## config.mk

```make
export PLATFORM = sky130hd
export DESIGN_NAME = dmem_arbiter_flat
export DESIGN_NICKNAME = d
export VERILOG_FILES = /design/src/rtl/dmem_arbiter_if.sv /design/src/rtl/dmem_arbiter.sv /design/src/flat_wrapper.sv
export SDC_FILE = /design/constraint.sdc
export NUM_CORES = 1
export LEC_CHECK = 0
export CORE_AREA = 2 2 93 95
export CTS_CLUSTER_DIAMETER = 120
export DETAILED_ROUTE_END_ITERATION = 6
export DIE_AREA = 0 0 95 97
export PLACE_DENSITY = 0.7
export SETUP_SLACK_MARGIN = 0.2
export SLEW_MARGIN = 25
export SYNTH_ARGS = -nofsm -noshare
export SYNTH_HDL_FRONTEND = slang
export SYNTH_SLANG_ARGS = --single-unit
```

## constraint.sdc

```tcl
create_clock -name clk_i -period 2.4 [get_ports clk_i]
set_input_delay 0.36 -clock clk_i [delete_from_list [all_inputs] [get_ports clk_i]]
set_output_delay 0.36 -clock clk_i [all_outputs]
set_load 0.03 [all_outputs]
```

## src/rtl/dmem_arbiter_if.sv

```systemverilog
`default_nettype none
// ============================================================================
// dmem_arbiter_if : request/grant/read-return bundle between two masters,
//                   the arbiter and the single-port dmem.   Rev 1.0
// ============================================================================
interface dmem_arbiter_if #(
  parameter int ADDR_W = 12,
  parameter int DATA_W = 32
);
  logic              p0_req;
  logic              p0_wren;
  logic [ADDR_W-1:0] p0_addr;
  logic [DATA_W-1:0] p0_data;
  logic              p0_gnt;
  logic              p0_rvalid;
  logic [DATA_W-1:0] p0_q;

  logic              p1_req;
  logic              p1_wren;
  logic              p1_lock;
  logic [ADDR_W-1:0] p1_addr;
  logic [DATA_W-1:0] p1_data;
  logic              p1_gnt;
  logic              p1_rvalid;
  logic [DATA_W-1:0] p1_q;

  logic [ADDR_W-1:0] mem_address;
  logic [DATA_W-1:0] mem_data;
  logic              mem_wren;
  logic [DATA_W-1:0] mem_q;

  // Arbiter side.
  modport slave (
    input  p0_req, p0_wren, p0_addr, p0_data,
    output p0_gnt, p0_rvalid, p0_q,
    input  p1_req, p1_wren, p1_lock, p1_addr, p1_data,
    output p1_gnt, p1_rvalid, p1_q,
    output mem_address, mem_data, mem_wren,
    input  mem_q
  );

  // Requesters plus the memory they share.
  modport master (
    output p0_req, p0_wren, p0_addr, p0_data,
    input  p0_gnt, p0_rvalid, p0_q,
    output p1_req, p1_wren, p1_lock, p1_addr, p1_data,
    input  p1_gnt, p1_rvalid, p1_q,
    input  mem_address, mem_data, mem_wren,
    output mem_q
  );
endinterface : dmem_arbiter_if
`default_nettype wire

```

## src/rtl/dmem_arbiter.sv

```systemverilog
`default_nettype none
// ============================================================================
// dmem_arbiter : two-port dmem arbiter, round-robin ties, port-1 lock for RMW.
//   DMEM_ARB_FIXED_PRIO_EN : port 0 always wins ties.            Rev 1.0
// ============================================================================
module dmem_arbiter (
  input  wire             clk_i,
  input  wire             rst_i,
  dmem_arbiter_if.slave   bus
);

  typedef enum logic [0:0] {
    S_ARB    = 1'b0,
    S_LOCKED = 1'b1
  } state_t;

  localparam logic [1:0] c_OWN_NONE = 2'd0;
  localparam logic [1:0] c_OWN_P0   = 2'd1;
  localparam logic [1:0] c_OWN_P1   = 2'd2;

  state_t     state_q;
  logic [1:0] rd_owner_q;
`ifndef DMEM_ARB_FIXED_PRIO_EN
  logic       last_winner_q;
`endif

  logic w_win0;
  logic w_win1;

  always_comb begin
`ifdef DMEM_ARB_FIXED_PRIO_EN
    w_win0 = (state_q == S_ARB) & bus.p0_req;
`else
    w_win0 = (state_q == S_ARB) & bus.p0_req & (~bus.p1_req | last_winner_q);
`endif
    // Port 1 takes every cycle port 0 does not win, including all of LOCKED.
    w_win1 = bus.p1_req & ~w_win0;
  end

  assign bus.p0_gnt      = w_win0 & ~rst_i;
  assign bus.p1_gnt      = w_win1 & ~rst_i;
  assign bus.mem_address = w_win1 ? bus.p1_addr : bus.p0_addr;
  assign bus.mem_data    = w_win1 ? bus.p1_data : bus.p0_data;
  assign bus.mem_wren    = ~rst_i & ((w_win0 & bus.p0_wren) | (w_win1 & bus.p1_wren));

  assign bus.p0_rvalid   = (rd_owner_q == c_OWN_P0);
  assign bus.p1_rvalid   = (rd_owner_q == c_OWN_P1);
  assign bus.p0_q        = (rd_owner_q == c_OWN_P0) ? bus.mem_q : '0;
  assign bus.p1_q        = (rd_owner_q == c_OWN_P1) ? bus.mem_q : '0;

  always_ff @(posedge clk_i or posedge rst_i) begin
    if (rst_i) begin
      state_q       <= S_ARB;
      rd_owner_q    <= c_OWN_NONE;
`ifndef DMEM_ARB_FIXED_PRIO_EN
      last_winner_q <= 1'b1;
`endif
    end else begin
      if (w_win0) begin
        rd_owner_q <= bus.p0_wren ? c_OWN_NONE : c_OWN_P0;
      end else if (w_win1) begin
        rd_owner_q <= bus.p1_wren ? c_OWN_NONE : c_OWN_P1;
      end else begin
        rd_owner_q <= c_OWN_NONE;
      end

`ifndef DMEM_ARB_FIXED_PRIO_EN
      if (w_win0) begin
        last_winner_q <= 1'b0;
      end else if (w_win1) begin
        last_winner_q <= 1'b1;
      end
`endif

      case (state_q)
        S_ARB: begin
          if (w_win1 && bus.p1_lock) begin
            state_q <= S_LOCKED;
          end
        end
        S_LOCKED: begin
          if (!bus.p1_lock) begin
            state_q <= S_ARB;
          end
        end
        default: state_q <= S_ARB;
      endcase
    end
  end

endmodule : dmem_arbiter
`default_nettype wire

```

## src/flat_wrapper.sv

```systemverilog
// flat-port wrapper written by rule: the top's interface ports become plain ports
module dmem_arbiter_flat 
  (clk_i, rst_i, bus_p0_req, bus_p0_wren, bus_p0_addr, bus_p0_data, bus_p0_gnt, bus_p0_rvalid, bus_p0_q, bus_p1_req, bus_p1_wren, bus_p1_lock, bus_p1_addr, bus_p1_data, bus_p1_gnt, bus_p1_rvalid, bus_p1_q, bus_mem_address, bus_mem_data, bus_mem_wren, bus_mem_q);
  dmem_arbiter_if #(.ADDR_W(12), .DATA_W(32)) bus_i ();
  input  wire clk_i;
  input  wire rst_i;
  input wire logic [$bits(bus_i.p0_req)-1:0] bus_p0_req;
  input wire logic [$bits(bus_i.p0_wren)-1:0] bus_p0_wren;
  input wire logic [$bits(bus_i.p0_addr)-1:0] bus_p0_addr;
  input wire logic [$bits(bus_i.p0_data)-1:0] bus_p0_data;
  output wire logic [$bits(bus_i.p0_gnt)-1:0] bus_p0_gnt;
  output wire logic [$bits(bus_i.p0_rvalid)-1:0] bus_p0_rvalid;
  output wire logic [$bits(bus_i.p0_q)-1:0] bus_p0_q;
  input wire logic [$bits(bus_i.p1_req)-1:0] bus_p1_req;
  input wire logic [$bits(bus_i.p1_wren)-1:0] bus_p1_wren;
  input wire logic [$bits(bus_i.p1_lock)-1:0] bus_p1_lock;
  input wire logic [$bits(bus_i.p1_addr)-1:0] bus_p1_addr;
  input wire logic [$bits(bus_i.p1_data)-1:0] bus_p1_data;
  output wire logic [$bits(bus_i.p1_gnt)-1:0] bus_p1_gnt;
  output wire logic [$bits(bus_i.p1_rvalid)-1:0] bus_p1_rvalid;
  output wire logic [$bits(bus_i.p1_q)-1:0] bus_p1_q;
  output wire logic [$bits(bus_i.mem_address)-1:0] bus_mem_address;
  output wire logic [$bits(bus_i.mem_data)-1:0] bus_mem_data;
  output wire logic [$bits(bus_i.mem_wren)-1:0] bus_mem_wren;
  input wire logic [$bits(bus_i.mem_q)-1:0] bus_mem_q;
  assign bus_i.p0_req = bus_p0_req;
  assign bus_i.p0_wren = bus_p0_wren;
  assign bus_i.p0_addr = bus_p0_addr;
  assign bus_i.p0_data = bus_p0_data;
  assign bus_p0_gnt = bus_i.p0_gnt;
  assign bus_p0_rvalid = bus_i.p0_rvalid;
  assign bus_p0_q = bus_i.p0_q;
  assign bus_i.p1_req = bus_p1_req;
  assign bus_i.p1_wren = bus_p1_wren;
  assign bus_i.p1_lock = bus_p1_lock;
  assign bus_i.p1_addr = bus_p1_addr;
  assign bus_i.p1_data = bus_p1_data;
  assign bus_p1_gnt = bus_i.p1_gnt;
  assign bus_p1_rvalid = bus_i.p1_rvalid;
  assign bus_p1_q = bus_i.p1_q;
  assign bus_mem_address = bus_i.mem_address;
  assign bus_mem_data = bus_i.mem_data;
  assign bus_mem_wren = bus_i.mem_wren;
  assign bus_i.mem_q = bus_mem_q;
  dmem_arbiter u_core (.clk_i(clk_i), .rst_i(rst_i), .bus(bus_i));
endmodule
```

## After elaboration in Yosys (flattened, before gate mapping)

Index checks and enable logic that the tools add are counted.

- Reductions and logical operators: 2
- Bitwise operators: 14
- Multiplexer cells: 13
- Equal/unequal tests: 2

Operator list:

| operator | number |
|---|---|
| 32-bit two-way mux | 3 |
| 12-bit two-way mux | 1 |
| 1-bit AND | 8 |
| 2-bit two-way mux | 3 |
| 1-bit two-way mux | 5 |
| 1-bit NOT | 4 |
| 2-bit by 1-bit == test with 1-bit output, second input constant | 1 |
| 2-bit == test, second input constant | 1 |
| 1-bit OR | 2 |
| 1-bit one-hot mux with 2 select lines | 1 |
| 2-bit nonzero test | 1 |
| 1-bit logical AND | 1 |

- Output and inout port bits: 113
- Word-level logic and storage cells: 34
- Bits in registers: 4

## Logic depth before layout (Yosys ltp)

Gate-level depths: netlist of run 1.

- Word-level depth: 8
- Gate-level depth with buffers: 4
- Depth with buffers taken out: 3

## Worst setup path before layout of run 1

OpenSTA, ideal clock, no wires.

- Path kind: register to output
- Start point: register u_core.rd_owner_q[1]
- End point: output bus_p0_q[22]
- Cell stages (with the launch flop): 4
- Buffers on the path: 1
- Path slack: 0.659 ns
- Arrival: 1.381 ns
- Required time: 2.040 ns
- Cells stage by stage: dfrtp_1 nor2b_1 clkbuf_1 and2_1

- Word-level cells in the longest chain between the ends: 2

RTL lines:

| what | RTL line | RTL |
|---|---|---|
| start: declaration | dmem_arbiter.sv:22 | `logic [1:0] rd_owner_q;` |
| start signal: assignment | dmem_arbiter.sv:54 | `rd_owner_q <= c_OWN_NONE;` |
| start signal: assignment | dmem_arbiter.sv:60 | `rd_owner_q <= bus.p0_wren ? c_OWN_NONE : c_OWN_P0;` |
| start signal: assignment | dmem_arbiter.sv:62 | `rd_owner_q <= bus.p1_wren ? c_OWN_NONE : c_OWN_P1;` |
| 2-bit by 1-bit == test with 1-bit output | - |  |
| named net bus_p0_rvalid | flat_wrapper.sv:12 | `output wire logic [$bits(bus_i.p0_rvalid)-1:0] bus_p0_rvalid;` |
| 32-bit two-way mux | dmem_arbiter.sv:48 | `assign bus.p0_q = (rd_owner_q == c_OWN_P0) ? bus.mem_q : '0;` |
| end: declaration | flat_wrapper.sv:13 | `output wire logic [$bits(bus_i.p0_q)-1:0] bus_p0_q;` |

The timed path passes the listed nets, and every way through them passes these cells.

## Worst setup path in the final report of run 1

- Start point: register u_core.last_winner_q
- End point: output bus_mem_data[2]

- Word-level cells in the longest chain between the ends: 5

RTL lines:

| what | RTL line | RTL |
|---|---|---|
| start: declaration | dmem_arbiter.sv:24 | `logic last_winner_q;` |
| start signal: assignment | dmem_arbiter.sv:56 | `last_winner_q <= 1'b1;` |
| start signal: assignment | dmem_arbiter.sv:69 | `last_winner_q <= 1'b0;` |
| start signal: assignment | dmem_arbiter.sv:71 | `last_winner_q <= 1'b1;` |
| 1-bit OR | dmem_arbiter.sv:34 | `w_win0 = (state_q == S_ARB) & bus.p0_req & (~bus.p1_req \| last_winner_q);` |
| 1-bit AND | dmem_arbiter.sv:34 |  |
| 1-bit NOT | dmem_arbiter.sv:37 | `w_win1 = bus.p1_req & ~w_win0;` |
| 1-bit AND | dmem_arbiter.sv:37 |  |
| 32-bit two-way mux | dmem_arbiter.sv:43 | `assign bus.mem_data = w_win1 ? bus.p1_data : bus.p0_data;` |
| end: declaration | flat_wrapper.sv:23 | `output wire logic [$bits(bus_i.mem_data)-1:0] bus_mem_data;` |

Every way passes these cells.

==> results of run 1 <==
per-layer routing:
layer  share of wire, %  vias up
li1                   -      962
met4                1.4        0
met5                  0        -
met1                 31      841
met3                 11        4
met2                 56      126
flip-flops by register name, summed over array words and instances (netlist names):
register,count
u_core.rd_owner_q,2
u_core.last_winner_q,1
u_core.state_q,1
power groups by stage:
stage | Sequential [µW] | Clock [µW] | Combinational [µW]
2_1_floorplan | 80.2 | 0 | 482
3_3_place_gp | 80.8 | 0 | 925
3_5_place_dp | 81.2 | 0 | 932
4_1_cts | 80.5 | 152 | 910
5_1_grt | 81.8 | 159 | 953
6_report | 80.3 | 147 | 900
stage by stage:
step / worst slack [ns] / cell area [µm²] / cells / util [%]
floorplan: 0.659 / 1320 / 139 / -
global placement: -0.193 / 3690 / 483 / 45.4
detailed placement: -0.190 / 3690 / 483 / 45.4
CTS: 0.132 / 3660 / 493 / 45.0
global route: 0.253 / 3660 / 493 / 45.0
finish: 0.327 / 3660 / 494 / 45.0
layout make-up:
type                            instances  area, µm²
Tap cell                              105        131
Antenna cell                            1       2.50
Multi-Input combinational cell        124       1160
Timing Repair Buffer                  255       2220
Clock buffer                            4       45.0
Inverter                                1       3.75
Sequential cell                         4        101
Fill cell                             773       4470
synth_stat cells (all sizes together), types with 2 or more instances:
cell type,n
and2,64
mux2,44
clkbuf,6
buf,4
nor2,4
dfrtp,3
nor2b,3
nand2,2
nand3b,2
cell families (layout without fill, tap and decap cells):
kind of cell,after synthesis,in the layout
simple gates,77,77
buf+inv,11,260
other cells,0,1
mux,45,45
compound gates,2,2
flops,4,4
final timing paths:
check                      slack (ns)  cells after the start                    to                  from
min reg2reg                      0.54                      2        u_core.state_q        u_core.state_q
max                              0.33                      6       bus_mem_data[2]  u_core.last_winner_q
min                              0.42                      2  u_core.rd_owner_q[0]                 rst_i
max in group asynchronous        1.74                      2  u_core.last_winner_q                 rst_i
min in group clk_i               0.54                      2        u_core.state_q        u_core.state_q
max reg2reg                      1.22                      5  u_core.rd_owner_q[1]  u_core.last_winner_q
repair_timing:
item,in CTS,in global routing
setup endpoints to repair,39,26
gates resized for setup,182,3
buffers inserted,6,0
==> flow_summary.json, run 1 <==
{
  "status": "finished clean",
  "path_class": "flop to primary output",
  "cts_buffers": 3,
  "synth_top_family_by_area": "multiplexers",
  "antenna_left": 0,
  "synth_xor_area_share_pct": 0,
  "die_w_um": 95,
  "worstSetupEndpointType": "primary output",
  "die-area_um2": 9220,
  "insertion_delay_ns": 0.21,
  "slew_viol_final": 0,
  "h-tree-depth": 1,
  "nNetsFinal": 516,
  "muxShareOfSynthArea_pct": 49.1,
  "cts_buffer_depth": 2,
  "yosysWarnings": 0,
  "synth.distinct_cells": 19,
  "p_int_uw": 667,
  "synth_area_per_cell_um2": 9.51,
  "synth_top_cell_by_area": "mux2_4",
  "grt_overflow": 0,
  "post-route-drc-count": 0,
  "die_y_um": 97,
  "clkSinkCount": 4,
  "finalCritPeriodShare_pct": 86.4,
  "ys_seq_area_share_pct": 7.67,
  "final_common_cell": "clkdlybuf4s50_1",
  "grt_pass1_wl_um": 9960,
  "p_total_uw": 1130,
  "cp_cell_sequence": "nand3b_4, nand2_8, buf_12, buf_12, mux2_4, buf_2",
  "dpl.hpwl_um": 5940,
  "vdd_ir_drop_max_mv": 0.131,
  "tightest_slew_ns": 0.310,
  "hold_path.class": "primary input to async pin",
  "grt_max_degree": 34,
  "cp-start-kind": "flop",
  "placement.io_buffers": 239,
  "fin_skew_ns": 0.00281,
  "finalSetupViolations": 0,
  "fp-row-count": 33,
  "syn_area_um2": 1320,
  "tns_ns": 0,
  "io_pins": 240,
  "grt.met1_usage_pct": 12.1,
  "cts_root_buf": "clkbuf_8",
  "drv_cap": 0,
  "grt_pass1_vias": 2012,
  "crit_slowest_cell": "dfstp_2",
  "holdWs_ns": 0.417,
  "synth_ff_type": "dfrtp_1",
  "seqPwrFrac_pct": 7.1,
  "hold_violations": 0,
  "swShare_pct": 40.8,
  "synth_top_cell_area_share_pct": 43.2,
  "syn_inst": 139,
  "via_count": 1933,
  "grt_setup_unrepaired": "no",
  "routedWlPerCell_um": 13.6,
  "drive_above_1_share_pct": 45.9,
  "gp_congestion": 0.759,
  "grt.met3_usage_pct": 4.75,
  "ys_ff_latch": 4,
  "synth_nets": 266,
  "p_comb_share_pct": 79.8,
  "busiest_layer": "met2",
  "yosys-top-cells-area": "mux2_4, and2_1, dfrtp_1",
  "cp.arrival_ns": 1.71,
  "fmax_ghz": 0.482,
  "path_buf_inv": 3,
  "clkPwrFrac_pct": 13.1,
  "leakagePower_uw": 0.00183,
  "clkTransAtPathRegs_ns": 0.03,
  "drtIter0Drc": 23,
  "path_max_fanout": 7,
  "p_switching_uw": 461,
  "syn_to_final_growth_pct": 177,
  "power.density_nw_per_um2": 308,
  "period_needed_ns": 2.07,
  "initial_core_util_pct": 16.2,
  "synth-simple-area-share_pct": 36.9,
  "maxSlewHeadroom_pct": 79.4,
  "drtPass1Iterations": 4,
  "async_flop_share_pct": 100,
  "critical-path-top-delay-family": "flip-flops",
  "met2_usage_pct": 28.5,
  "synth-compound-area-share_pct": 0.947,
  "synth-adder-area-share_pct": 0,
  "vias_per_cell": 3.91,
  "required_ns": 2.04,
  "coreArea_um2": 8130,
  "totalWireLength_um": 6700,
  "cts_tree": "built",
  "synth_edf_count": 0,
  "hold_buffers": 0,
  "layout_common_cells": "clkdlybuf4s50_1, buf_4, and2_1",
  "grt.total_usage_pct": 13.7,
  "slowest_delay_ns": 0.55,
  "crit_top_cell": "buf_12",
  "antenna_found_initial": 0
}
No activity file was read; power rests on OpenSTA's default activity.
==> run 2: changes to the inputs <==
--- a/config.mk
+++ b/config.mk
@@ -7,6 +7,7 @@
 export LEC_CHECK = 0
 export CORE_AREA = 2 2 93 95
 export CTS_CLUSTER_DIAMETER = 120
+export CTS_CLUSTER_SIZE = 40
 export DETAILED_ROUTE_END_ITERATION = 6
 export DIE_AREA = 0 0 95 97
 export PLACE_DENSITY = 0.7
==> results of run 2 <==
The final DEF is identical to that of run 1; final timing and power are the same.
